[src/rtl/vectorsum_pkg.sv]
// Shared types and default sizing for the vectorsum
// engine and the arbiter that schedules jobs onto it.
package vectorsum_pkg;

  localparam int NUM_REQ_DEF        = 4;
  localparam int ID_WIDTH_DEF       = 2;
  localparam int TIMEOUT_CYCLES_DEF = 4096;
  localparam int CNT_WIDTH_DEF      = 16;

  typedef enum logic [2:0] {
    IDLE,
    START,
    WAIT_CLR,
    WAIT_DONE,
    ACK,
    FAULT
  } arb_state_t;

endpackage

[src/rtl/vectorsum_arbiter_rr_pick.sv]
// Round-robin winner select: first set request at or
// after rr_ptr, wrapping modulo NUM_REQ.
module rr_pick
  import vectorsum_pkg::*;
#(
  parameter int NUM_REQ  = NUM_REQ_DEF,
  parameter int ID_WIDTH = ID_WIDTH_DEF
) (
  input  logic [NUM_REQ-1:0]  req,
  input  logic [ID_WIDTH-1:0] rr_ptr,
  output logic                valid,
  output logic [ID_WIDTH-1:0] winner
);

  logic [2*NUM_REQ-1:0] dbl;
  logic [NUM_REQ-1:0]   rot;

  function automatic logic [ID_WIDTH-1:0] wrap_id(
    input int v
  );
    return ID_WIDTH'(v >= NUM_REQ ? v - NUM_REQ : v);
  endfunction

  // rot[i] is the request i slots after rr_ptr
  assign dbl = {req, req};
  assign rot = NUM_REQ'(dbl >> rr_ptr);

  always_comb begin
    valid  = 1'b0;
    winner = '0;
    for (int i = NUM_REQ - 1; i >= 0; i--) begin
      if (rot[i]) begin
        valid  = 1'b1;
        winner = wrap_id(int'(rr_ptr) + i);
      end
    end
  end

endmodule

[src/rtl/vectorsum_arbiter.sv]
// Shares one vectorsum engine among NUM_REQ requesters:
// round-robin grant, start/done handshake, timeout recovery.
module vectorsum_arbiter
  import vectorsum_pkg::*;
#(
  parameter int NUM_REQ        = NUM_REQ_DEF,
  parameter int ID_WIDTH       = ID_WIDTH_DEF,
  parameter int TIMEOUT_CYCLES = TIMEOUT_CYCLES_DEF,
  parameter int CNT_WIDTH      = CNT_WIDTH_DEF
) (
  input  logic                 clock,
  input  logic                 reset,
  input  logic [NUM_REQ-1:0]   req,
  output logic [NUM_REQ-1:0]   grant,
  output logic [ID_WIDTH-1:0]  sel,
  output logic [NUM_REQ-1:0]   ack,
  output logic [NUM_REQ-1:0]   err,
  output logic                 vs_start,
  input  logic                 vs_done,
  output logic                 vs_clear,
  output logic                 busy,
  output logic [CNT_WIDTH-1:0] job_count
);

  localparam int TW = $clog2(TIMEOUT_CYCLES);
  localparam logic [TW-1:0] T_LAST =
    TW'(TIMEOUT_CYCLES - 1);

  arb_state_t           state;
  arb_state_t           state_d;
  logic [NUM_REQ-1:0]   grant_d;
  logic [ID_WIDTH-1:0]  sel_d;
  logic [ID_WIDTH-1:0]  rr_ptr;
  logic [ID_WIDTH-1:0]  rr_ptr_d;
  logic [ID_WIDTH-1:0]  next_ptr;
  logic [ID_WIDTH-1:0]  pick_id;
  logic                 pick_valid;
  logic [TW-1:0]        timer;
  logic [TW-1:0]        timer_d;
  logic [CNT_WIDTH-1:0] cnt_d;
  logic                 expired;

  rr_pick #(
    .NUM_REQ  (NUM_REQ),
    .ID_WIDTH (ID_WIDTH)
  ) u_pick (
    .req    (req),
    .rr_ptr (rr_ptr),
    .valid  (pick_valid),
    .winner (pick_id)
  );

  assign expired  = (timer == T_LAST);
  assign busy     = (state != IDLE);
  assign next_ptr =
    (sel == ID_WIDTH'(NUM_REQ - 1)) ? '0
                                     : sel + ID_WIDTH'(1);

  always_ff @(posedge clock or negedge reset) begin
    if (!reset) begin
      state     <= IDLE;
      grant     <= '0;
      sel       <= '0;
      rr_ptr    <= '0;
      timer     <= '0;
      job_count <= '0;
    end else begin
      state     <= state_d;
      grant     <= grant_d;
      sel       <= sel_d;
      rr_ptr    <= rr_ptr_d;
      timer     <= timer_d;
      job_count <= cnt_d;
    end
  end

  always_comb begin
    state_d  = state;
    grant_d  = grant;
    sel_d    = sel;
    rr_ptr_d = rr_ptr;
    timer_d  = timer;
    cnt_d    = job_count;
    ack      = '0;
    err      = '0;
    vs_start = 1'b0;
    vs_clear = 1'b0;
    unique case (state)
      IDLE: begin
        if (pick_valid) begin
          grant_d = NUM_REQ'(1) << pick_id;
          sel_d   = pick_id;
          state_d = START;
        end
      end
      START: begin
        vs_start = 1'b1;
        timer_d  = '0;
        state_d  = WAIT_CLR;
      end
      // done still high here is left over from the last job
      WAIT_CLR: begin
        timer_d = timer + TW'(1);
        if (expired) begin
          state_d = FAULT;
        end else if (!vs_done) begin
          state_d = WAIT_DONE;
        end
      end
      WAIT_DONE: begin
        timer_d = timer + TW'(1);
        if (vs_done) begin
          state_d = ACK;
        end else if (expired) begin
          state_d = FAULT;
        end
      end
      ACK: begin
        ack      = grant;
        grant_d  = '0;
        cnt_d    = job_count + CNT_WIDTH'(1);
        rr_ptr_d = next_ptr;
        state_d  = IDLE;
      end
      FAULT: begin
        err      = grant;
        vs_clear = 1'b1;
        grant_d  = '0;
        rr_ptr_d = next_ptr;
        state_d  = IDLE;
      end
      default: state_d = IDLE;
    endcase
  end

endmodule

[config.mk]
export PLATFORM = sky130hd
export DESIGN_NAME = vectorsum_arbiter
export DESIGN_NICKNAME = d
export VERILOG_FILES = /design/src/rtl/vectorsum_pkg.sv /design/src/rtl/vectorsum_arbiter_rr_pick.sv /design/src/rtl/vectorsum_arbiter.sv
export SDC_FILE = /design/constraint.sdc
export NUM_CORES = 1
export LEC_CHECK = 0
export BUFFER_PORTS_ARGS = -buffer_cell sky130_fd_sc_hd__buf_4
export CORE_UTILIZATION = 49
export DETAILED_ROUTE_END_ITERATION = 8
export PLACE_DENSITY = 0.75
export SKIP_LAST_GASP = 1
export SYNTH_ARGS = -nofsm -noshare
export SYNTH_HDL_FRONTEND = slang
export SYNTH_HIERARCHICAL = 1
export SYNTH_SLANG_ARGS = --single-unit
[constraint.sdc]
create_clock -name clock -period 1.3 [get_ports clock]
set_input_delay 0.13 -clock clock [delete_from_list [all_inputs] [get_ports clock]]
set_output_delay 0.13 -clock clock [all_outputs]
set_load 0.005 [all_outputs]
# ---- Yosys cells after proc, flatten, opt, wreduce, memory -nomap -nowiden
# Cells that the tools add are included.
dict set report classes {
  addsub 10
  magnitude_cmp 4
  n_reduce_logical 9
  eq_ne 10
  n_mux 26
  shifts 2
}
# op n
set op_table {}
lappend op_table {{one-hot mux 12 bit (2 select lines)} 1}
lappend op_table {{2-to-1 mux 2 bit} 9}
lappend op_table {{adder 16 x 1 -> 16 bit (second input constant)} 1}
lappend op_table {{2-to-1 mux 3 bit} 5}
lappend op_table {{adder 12 x 1 -> 12 bit (second input constant)} 1}
lappend op_table {{== test 12 bit (second input constant)} 1}
lappend op_table {{2-to-1 mux 4 bit} 3}
lappend op_table {{one-hot mux 3 bit (4 select lines)} 1}
lappend op_table {{greater-or-equal comparator 3 bit (second input constant)} 3}
lappend op_table {{one-hot mux 4 bit (2 select lines)} 1}
lappend op_table {{>> shifter 8 x 2 -> 4 bit} 1}
lappend op_table {{subtractor 2 x 1 -> 2 bit (second input constant)} 4}
lappend op_table {{adder 2 x 2 -> 3 bit (second input constant)} 2}
lappend op_table {{== test 3 x 2 -> 1 bit (second input constant)} 2}
lappend op_table {{== test 3 bit (second input constant)} 2}
lappend op_table {{2-to-1 mux 1 bit} 6}
lappend op_table {{!= test 3 bit (second input constant)} 2}
lappend op_table {{AND reduction 2 bit} 2}
lappend op_table {{nonzero test 2 bit} 2}
lappend op_table {{OR reduction 2 bit} 2}
lappend op_table {{<< shifter 1 x 2 -> 4 bit (first input constant)} 1}
lappend op_table {{adder 2 x 1 -> 3 bit (second input constant)} 1}
lappend op_table {{== test 3 x 1 -> 1 bit (second input constant)} 1}
lappend op_table {{greater-or-equal comparator 2 x 3 -> 1 bit (second input constant)} 1}
lappend op_table {{6 further kinds} 6}
dict set report word_totals {
  word_cells 67
  reg_bits 39
}

# ---- Longest topological paths before layout
# Gate-level depths: netlist of run 1.
dict set report depth {
  word_depth 10
  ltp_mapped 7
}

# ---- Modules after synthesis
# The synthesis of run 1 kept the hierarchy.
# mod cells_per_inst seq_area_each_um2 area_per_inst_um2 instances
set modules_own_cells {}
lappend modules_own_cells {vectorsum_arbiter 186 975.9 1890.6 1}
lappend modules_own_cells {rr_pick 15 0.0 77.6 1}

# ---- Worst setup path after synthesis of run 1
# OpenSTA, ideal clock, no wires.
dict set report synth_path {
  path_type {register to register}
  from {register state[1]}
  to {register timer[6]}
  slack_ns -0.103
  required_time_ns 1.179
  arrival_ns 1.282
  period_less_slack_ns 1.403
  path_stages_with_launch 8
  cell_sequence {dfrtp_1 > buf_2 > nor2_1 > nand2_1 > inv_1 > nor2_1 > o21bai_1 > a22o_1}
}
dict set report synth_between {
  elab_chain_cells 3
}
# element line_no
set synth_lines {}
lappend synth_lines {{start: declaration} vectorsum_arbiter.sv:29} ;# arb_state_t state;
lappend synth_lines {{start signal: assignment} vectorsum_arbiter.sv:68} ;# state <= state_d;
lappend synth_lines {{== test 3 x 2 -> 1 bit} vectorsum_arbiter.sv:88} ;# unique case (state)
lappend synth_lines {{OR reduction 2 bit (no source line)} --}
lappend synth_lines {{one-hot mux 12 bit (2 select lines) / nonzero test 2 bit (equally long branches)} --}
lappend synth_lines {{end signal: assignment} vectorsum_arbiter.sv:72} ;# timer <= timer_d;
lappend synth_lines {{end: declaration} vectorsum_arbiter.sv:38} ;# logic [TW-1:0] timer;
# Several ways; a longest one is shown, not always the timed one.
# A chain may end at the register's enable or synchronous reset.

# ---- Worst setup path after layout of run 1
dict set report layout_path {
  from {register state[1]}
  to {register state[0]}
}
dict set report layout_between {
  elab_chain_cells 3
}
# element line_no
set layout_lines {}
lappend layout_lines {{== test 3 x 2 -> 1 bit / zero test 3 bit (equally long branches)} vectorsum_arbiter.sv:88}
lappend layout_lines {{!= test 3 bit (no source line) / != test 2 bit (equally long branches)} --}
lappend layout_lines {{AND reduction 3 bit (no source line)} --}
# Several ways; a longest one is shown, not always the timed one.

==> results.toml, run 1 <==
[synth]
yosysWarnings = 6
synth_area_leaders = "dfrtp_1, nand2_1, xnor2_1"
synthDistinctLibCells = 42
synth_common_cells = "dfrtp_1, nand2_1, nand3_1, o21ai_0, nor2_1"
synth_area_mm2 = 0.00197
syn_avg_cell_area_um2 = 9.79
synth_fp_nets = 211
synth_top_area_share_pct = 49.6
yosysTopAreaCell = "dfrtp_1"
ys_async_sr_fraction_pct = 100
synth_edf_count = 0
synth_most_common_cell = "dfrtp_1"
yosys_register_bits = 39
ys_dominant_reg_cell = "dfrtp_1"
synthCells = 201
yosysSeqAreaShare_pct = 49.6

[min_path]
hold_depth = 3
hold_end = "state[2]$_DFFE_PN0P_"
hp-start = "vs_done"
worstHoldPathType = "input pin to flip-flop"

[worst_setup_path]
worstPathArrival_ps = 1820
cp_slowest_stage_delay_ps = 450
r2r-end = "state[0]$_DFFE_PN0P_"
worstPathCellList = "buf_6 > and2b_4 > nand4_1 > or3_1 > o21ai_0"
r2r_cells = 5
slowest_stage = "dfrtp_1"
critPathBufInv = 1
cp_max_fo = 8
worstSetupPathType = "flip-flop to flip-flop"
end_kind = "flip-flop"
rrSetupSlack_ps = -320
reg2reg_from = "state[1]$_DFFE_PN0P_"
crit_family = "simple AND/OR/NAND/NOR gates"
required_ps = 1500
start_kind = "flip-flop"

[die]
core-area_mm2 = 0.00374
io_pins = 40
die_w_um = 65.4
die_area_mm2 = 0.00427
die_y_um = 65.4
start_util_pct = 52.6
num_rows = 22

[timing]
fmax_mhz = 617
finalHoldViolations = 0
fin_crit_ps = 1620
max_slew_margin_pct = 66.3
setup-violations-final = 44
setup_slack_ps = -322
finalCritPeriodShare_pct = 125
worst_slew_pin_slew_ps = 505
hold_ws_ps = 207
fin_tns_setup_ps = -6570
slew_viol_final = 0
rsz0062_at_grt = "true"
skew_ps = 4.30

[drt]
via_count = 2064
drc = 0
firstDrtPassIters = 4
routed_wirelength_mm = 6.97
via_per_inst = 5.85
ant_nets = 0
wl_per_cell_um = 19.7
drtIter0Drc = 132

[cts]
numCtsBuffers = 5
clk_pin_slew_ps = 80
clock_sinks = 39
clock-root-buffer = "clkbuf_8"
h-tree-depth = 2
clock_path_buffers = 2
insertion_delay_ps = 290
cts_tree = "done"

[pwr]
peakVddDrop_mv = 1.43
pwr-share-clk_pct = 16.2
finalPower_uw = 5650
intPower_uw = 3500
power.switching_uw = 2150
cellLeakagePower_uw = 0.00163
power_density_mw_per_mm2 = 1740
p_seq_share_pct = 31.4
p_sw_share_pct = 38.0
combPwrFrac_pct = 52.4

[finish]
nets = 314
nFillCells = 189
diodes = 0
drive_above_1_share_pct = 55.1
syn_to_final_growth_pct = 64.5

[grt]
grt_pass1_wl_mm = 8.74
grt_pass1_vias = 1914
antenna_found_initial = 0
grt_usage_pct = 27.1
grt-ovfl-total = 0
grt_max_degree = 40

[outcome]
violations = "negative setup slack"
outcome = "complete, but fails checks"

[placed_design]
dp_hpwl_mm = 3.22
place.gp.congestion = 0.792
io_buffer_count = 39

[flow_run]
max_cap_violations = 0
sequential cells by signal, indices dropped and copies added, names as in the netlist:
register,cells
job_count,16
timer,12
grant,4
state,3
rr_ptr,2
sel,2
how the worst max path moves through the flow:
| stage | from | endpoint | cells past startpoint |
|---|---|---|---|
| global placement | state[1]$_DFFE_PN0P_ | timer[6]$_DFFE_PN0P_ | 5 |
| global route | state[1]$_DFFE_PN0P_ | state[0]$_DFFE_PN0P_ | 5 |
| finish | state[1]$_DFFE_PN0P_ | state[0]$_DFFE_PN0P_ | 5 |
| detailed placement | state[1]$_DFFE_PN0P_ | timer[6]$_DFFE_PN0P_ | 7 |
| floorplan | job_count[4]$_DFFE_PN0N_ | job_count[15]$_DFFE_PN0N_ | 4 |
| CTS | state[1]$_DFFE_PN0P_ | vs_start | 6 |
metal layers:
layer	up-vias	GRT usage (%)	routed length (µm)	share of wire, %
met4	0	10.3	193	2.8
met5	-	0	0	0
li1	909	-	-	-
met3	21	5.90	353	5.1
met2	110	46.9	3820	55
met1	1024	32.7	2600	37
timing repair:
item / in CTS / in global routing
buffers inserted: 8 / 16
hold buffers: 1 / 0
cloned: 0 / 0
endpoints found under the setup margin: 35 / 46
endpoints found under the hold margin: 39 / 0
resized for setup: 35 / 64
pin swaps: 23 / 27
worst register-to-register path, cell delays in order (launching register included):
cell and delay (ps):
dfrtp_1 450, buf_6 200, and2b_4 250, nand4_1 150
or3_1 380, o21ai_0 110
metrics by stage:
step	cell area, µm²	setup WS [ps]	util (%)	cells
finish	3240	-322	86.5	353
CTS	2880	-190	77.0	338
floorplan	2000	-77.4	-	201
global route	3240	-351	86.5	353
global placement	2620	-96.5	69.9	324
detailed placement	2620	-139	69.9	324
cells in the final DEF, fill, tap and decap left out, types with 4 or more instances in the layout:
| cell type | Yosys | layout |
|---|---|---|
| a21oi_2 | 0 | 4 |
| and2_4 | 0 | 6 |
| and3_4 | 0 | 4 |
| buf_4 | 1 | 75 |
| buf_6 | 1 | 27 |
| clkbuf_8 | 0 | 7 |
| dfrtp_1 | 39 | 39 |
| inv_1 | 9 | 6 |
| nand2_1 | 26 | 18 |
| nand2_2 | 1 | 6 |
| nand3_1 | 12 | 6 |
| nand3_2 | 1 | 6 |
| nand4_1 | 10 | 10 |
| nor2_1 | 11 | 8 |
| o21ai_1 | 1 | 6 |
| o21ai_2 | 0 | 4 |
| xnor2_1 | 10 | 9 |
| xor2_1 | 5 | 5 |
layout make-up:
cell class	instances	area (µm²)	share of cell area (%)
flip-flops and latches	39	976	30.2
repair buffers	103	877	27.1
clock buffers	8	100	3.09
well taps	48	60.1	1.86
inverters	9	33.8	1.04
multi-input cells	146	1190	36.8
power by group through the flow:
stage | sequential [µW] | combinational, µW | clock [µW]
CTS | 1700 | 2060 | 904
finish | 1770 | 2960 | 915
detailed placement | 1690 | 1820 | 0
global placement | 1690 | 1780 | 0
global route | 1780 | 3120 | 964
floorplan | 1680 | 965 | 0
cells by family after synthesis:
kind of cell / synth area share (%)
and+or+nand+nor: 25.7
DFF: 49.6
AOI/OAI and AO/OA: 9.03
buffers and inverters: 3.81
xor gates and xnor gates: 6.67
muxes: 3.24
adders and majority gates: 1.91
No activity file was read; power rests on OpenSTA's default activity.
==> run 2, diff against run 1 <==
--- a/config.mk
+++ b/config.mk
@@ -6,6 +6,7 @@
 export NUM_CORES = 1
 export LEC_CHECK = 0
 export BUFFER_PORTS_ARGS = -buffer_cell sky130_fd_sc_hd__buf_4
+export CORE_MARGIN = 4
 export CORE_UTILIZATION = 49
 export DETAILED_ROUTE_END_ITERATION = 8
 export PLACE_DENSITY = 0.75
==> run 2 against run 1 <==
The flow still finishes with violations (negative setup slack). Cell area is 2.8% lower. Register-to-register slack better by 120 ps. Non-clock buffer count is 4 lower. Sequential cell count stayed put. Die area is 19% higher. Via count is 6.6% lower. Clock skew is 2.9 ps higher.
==> results.toml, run 2 (synthesis gave the netlist of run 1 again) <==
[finish]
seqCellArea_um2 = 976
layout_common_cells = "buf_4, dfrtp_1, nand2_1, buf_6, nand3_1"
final_common_cell = "buf_4"
final_util_pct = 83.4
largestRegisters = "job_count (16), timer (12), grant (4)"
largest-register = "job_count"
diodes = 0
drive_above_1_share_pct = 52.5
nFillCells = 202
multi_input_area_mm2 = 0.00116
nets = 310
syn_to_final_growth_pct = 59.9
largest_register_ffs = 16

[grt]
grt_max_degree = 40
grt_pass1_wl_mm = 9.19
grt_usage_pct = 22.8
grt-ovfl-total = 0
grt_pass1_vias = 1963
antenna_found_initial = 0

[die]
start_util_pct = 52.2
die_y_um = 71.4
core-area_mm2 = 0.00377
die_area_mm2 = 0.00509
die_w_um = 71.4
io_pins = 40
num_rows = 22

[worst_setup_path]
end_kind = "primary output"
rrSetupSlack_ps = -200
cp_slowest_stage_delay_ps = 440
cp_max_fo = 6
r2r-end = "job_count[9]$_DFFE_PN0N_"
critPathLaunch = "state[1]$_DFFE_PN0P_"
slowest_stage = "dfrtp_1"
worstSetupPathType = "flip-flop to primary output"
r2r_cells = 6
start_kind = "flip-flop"
crit_path_end = "ack[3]"
worstPathCellList = "nor3b_2 > buf_4 > and2_4 > buf_6"
required_ps = 1170
reg2reg_from = "state[1]$_DFFE_PN0P_"
worstPathArrival_ps = 1420

[pwr]
power_density_mw_per_mm2 = 1630
finalPower_uw = 5140
peakVddDrop_mv = 1.40
cellLeakagePower_uw = 0.00159

[drt]
routed_wirelength_mm = 6.03
ant_nets = 0
drtIter0Drc = 126
drc = 0
wl_per_cell_um = 17.3
via_count = 1927
via_per_inst = 5.52
firstDrtPassIters = 4

[timing]
setup-violations-final = 37
finalCritPeriodShare_pct = 119
max_slew_margin_pct = 66.5
rsz0062_at_grt = "true"
worst_slew_pin_slew_ps = 502
fin_crit_ps = 1550
skew_ps = 7.19
finalHoldViolations = 0
slew_viol_final = 0
fmax_mhz = 644
setup_slack_ps = -253
fin_tns_setup_ps = -5310

[cts]
h-tree-depth = 2
insertion_delay_ps = 290
clock_sinks = 39
clock_path_buffers = 2
clk_pin_slew_ps = 80
numCtsBuffers = 5
clock-root-buffer = "clkbuf_8"
cts_tree = "done"

[flow_run]
max_cap_violations = 0

[placed_design]
dp_hpwl_mm = 3.35
io_buffer_count = 39
place.gp.congestion = 0.778
pre_cts_ws_ps = -130

[outcome]
violations = "negative setup slack"
outcome = "complete, but fails checks"

[min_path]
worstHoldPathType = "input pin to flip-flop"
## run 2: cell types whose count changed in the layout (fill, tap and decap cells not counted), sizes merged
cell  change
buf       -4
## run 2: metrics by stage
step	hold slack [ps]	instance area [µm²]	instances
2_1_floorplan	-166	2000	201
3_3_place_gp	127	2570	318
3_5_place_dp	129	2570	318
4_1_cts	192	2930	342
5_1_grt	203	3150	349
6_report	206	3150	349
## run 2: layer usage
metal / vias to the layer above / global-route usage (%) / part of all wire [%]
li1: 899 / - / -
met1: 956 / 26.1 / 38
met2: 55 / 42.1 / 54
met3: 17 / 5.05 / 4.3
met4: 0 / 7.10 / 3.4
met5: - / 0 / 0
## run 2: repair_timing
item                       4_1_cts  5_1_grt
hold buffers                     1        0
gates resized for setup         35       46
gates cloned                     0        0
hold endpoints to repair        39        0
pin swaps                       15       14
buffers inserted                16        7
setup endpoints to repair       31       44
## run 2: worst min-delay path by stage
stage / from / to / slack (ps) / cells past startpoint
finish: vs_done / state[2]$_DFFE_PN0P_ / 210 / 3
global placement: reset / job_count[14]$_DFFE_PN0N_ / 130 / 1
floorplan: reset / grant[0]$_DFFE_PN0P_ / -170 / 0
global route: vs_done / state[2]$_DFFE_PN0P_ / 200 / 3
detailed placement: reset / job_count[15]$_DFFE_PN0N_ / 130 / 1
CTS: vs_done / state[0]$_DFFE_PN0P_ / 190 / 4
## run 2: area by class of cell
class / count / share of cell area (%)
inverters: 9 / 1.07
flip-flops and latches: 39 / 31.0
repair buffers: 99 / 25.8
well taps: 48 / 1.91
clock buffers: 8 / 3.18
multi-input cells: 146 / 37.0
## run 2: power breakdown
group / leakage, µW / switching (µW) / total (µW) / internal [µW]
combinational: 0.00101 / 1160 / 2500 / 1340
sequential: 0.000524 / 281 / 1740 / 1460
clock: 0.0000515 / 417 / 901 / 484
total: 0.00159 / 1860 / 5140 / 3280
## run 2: worst max-delay path: cells and delay by family (launching register included)
kind	cells	cell delay, ps
and+or+nand+nor	2	400
DFF	1	440
buffers and inverters	2	290
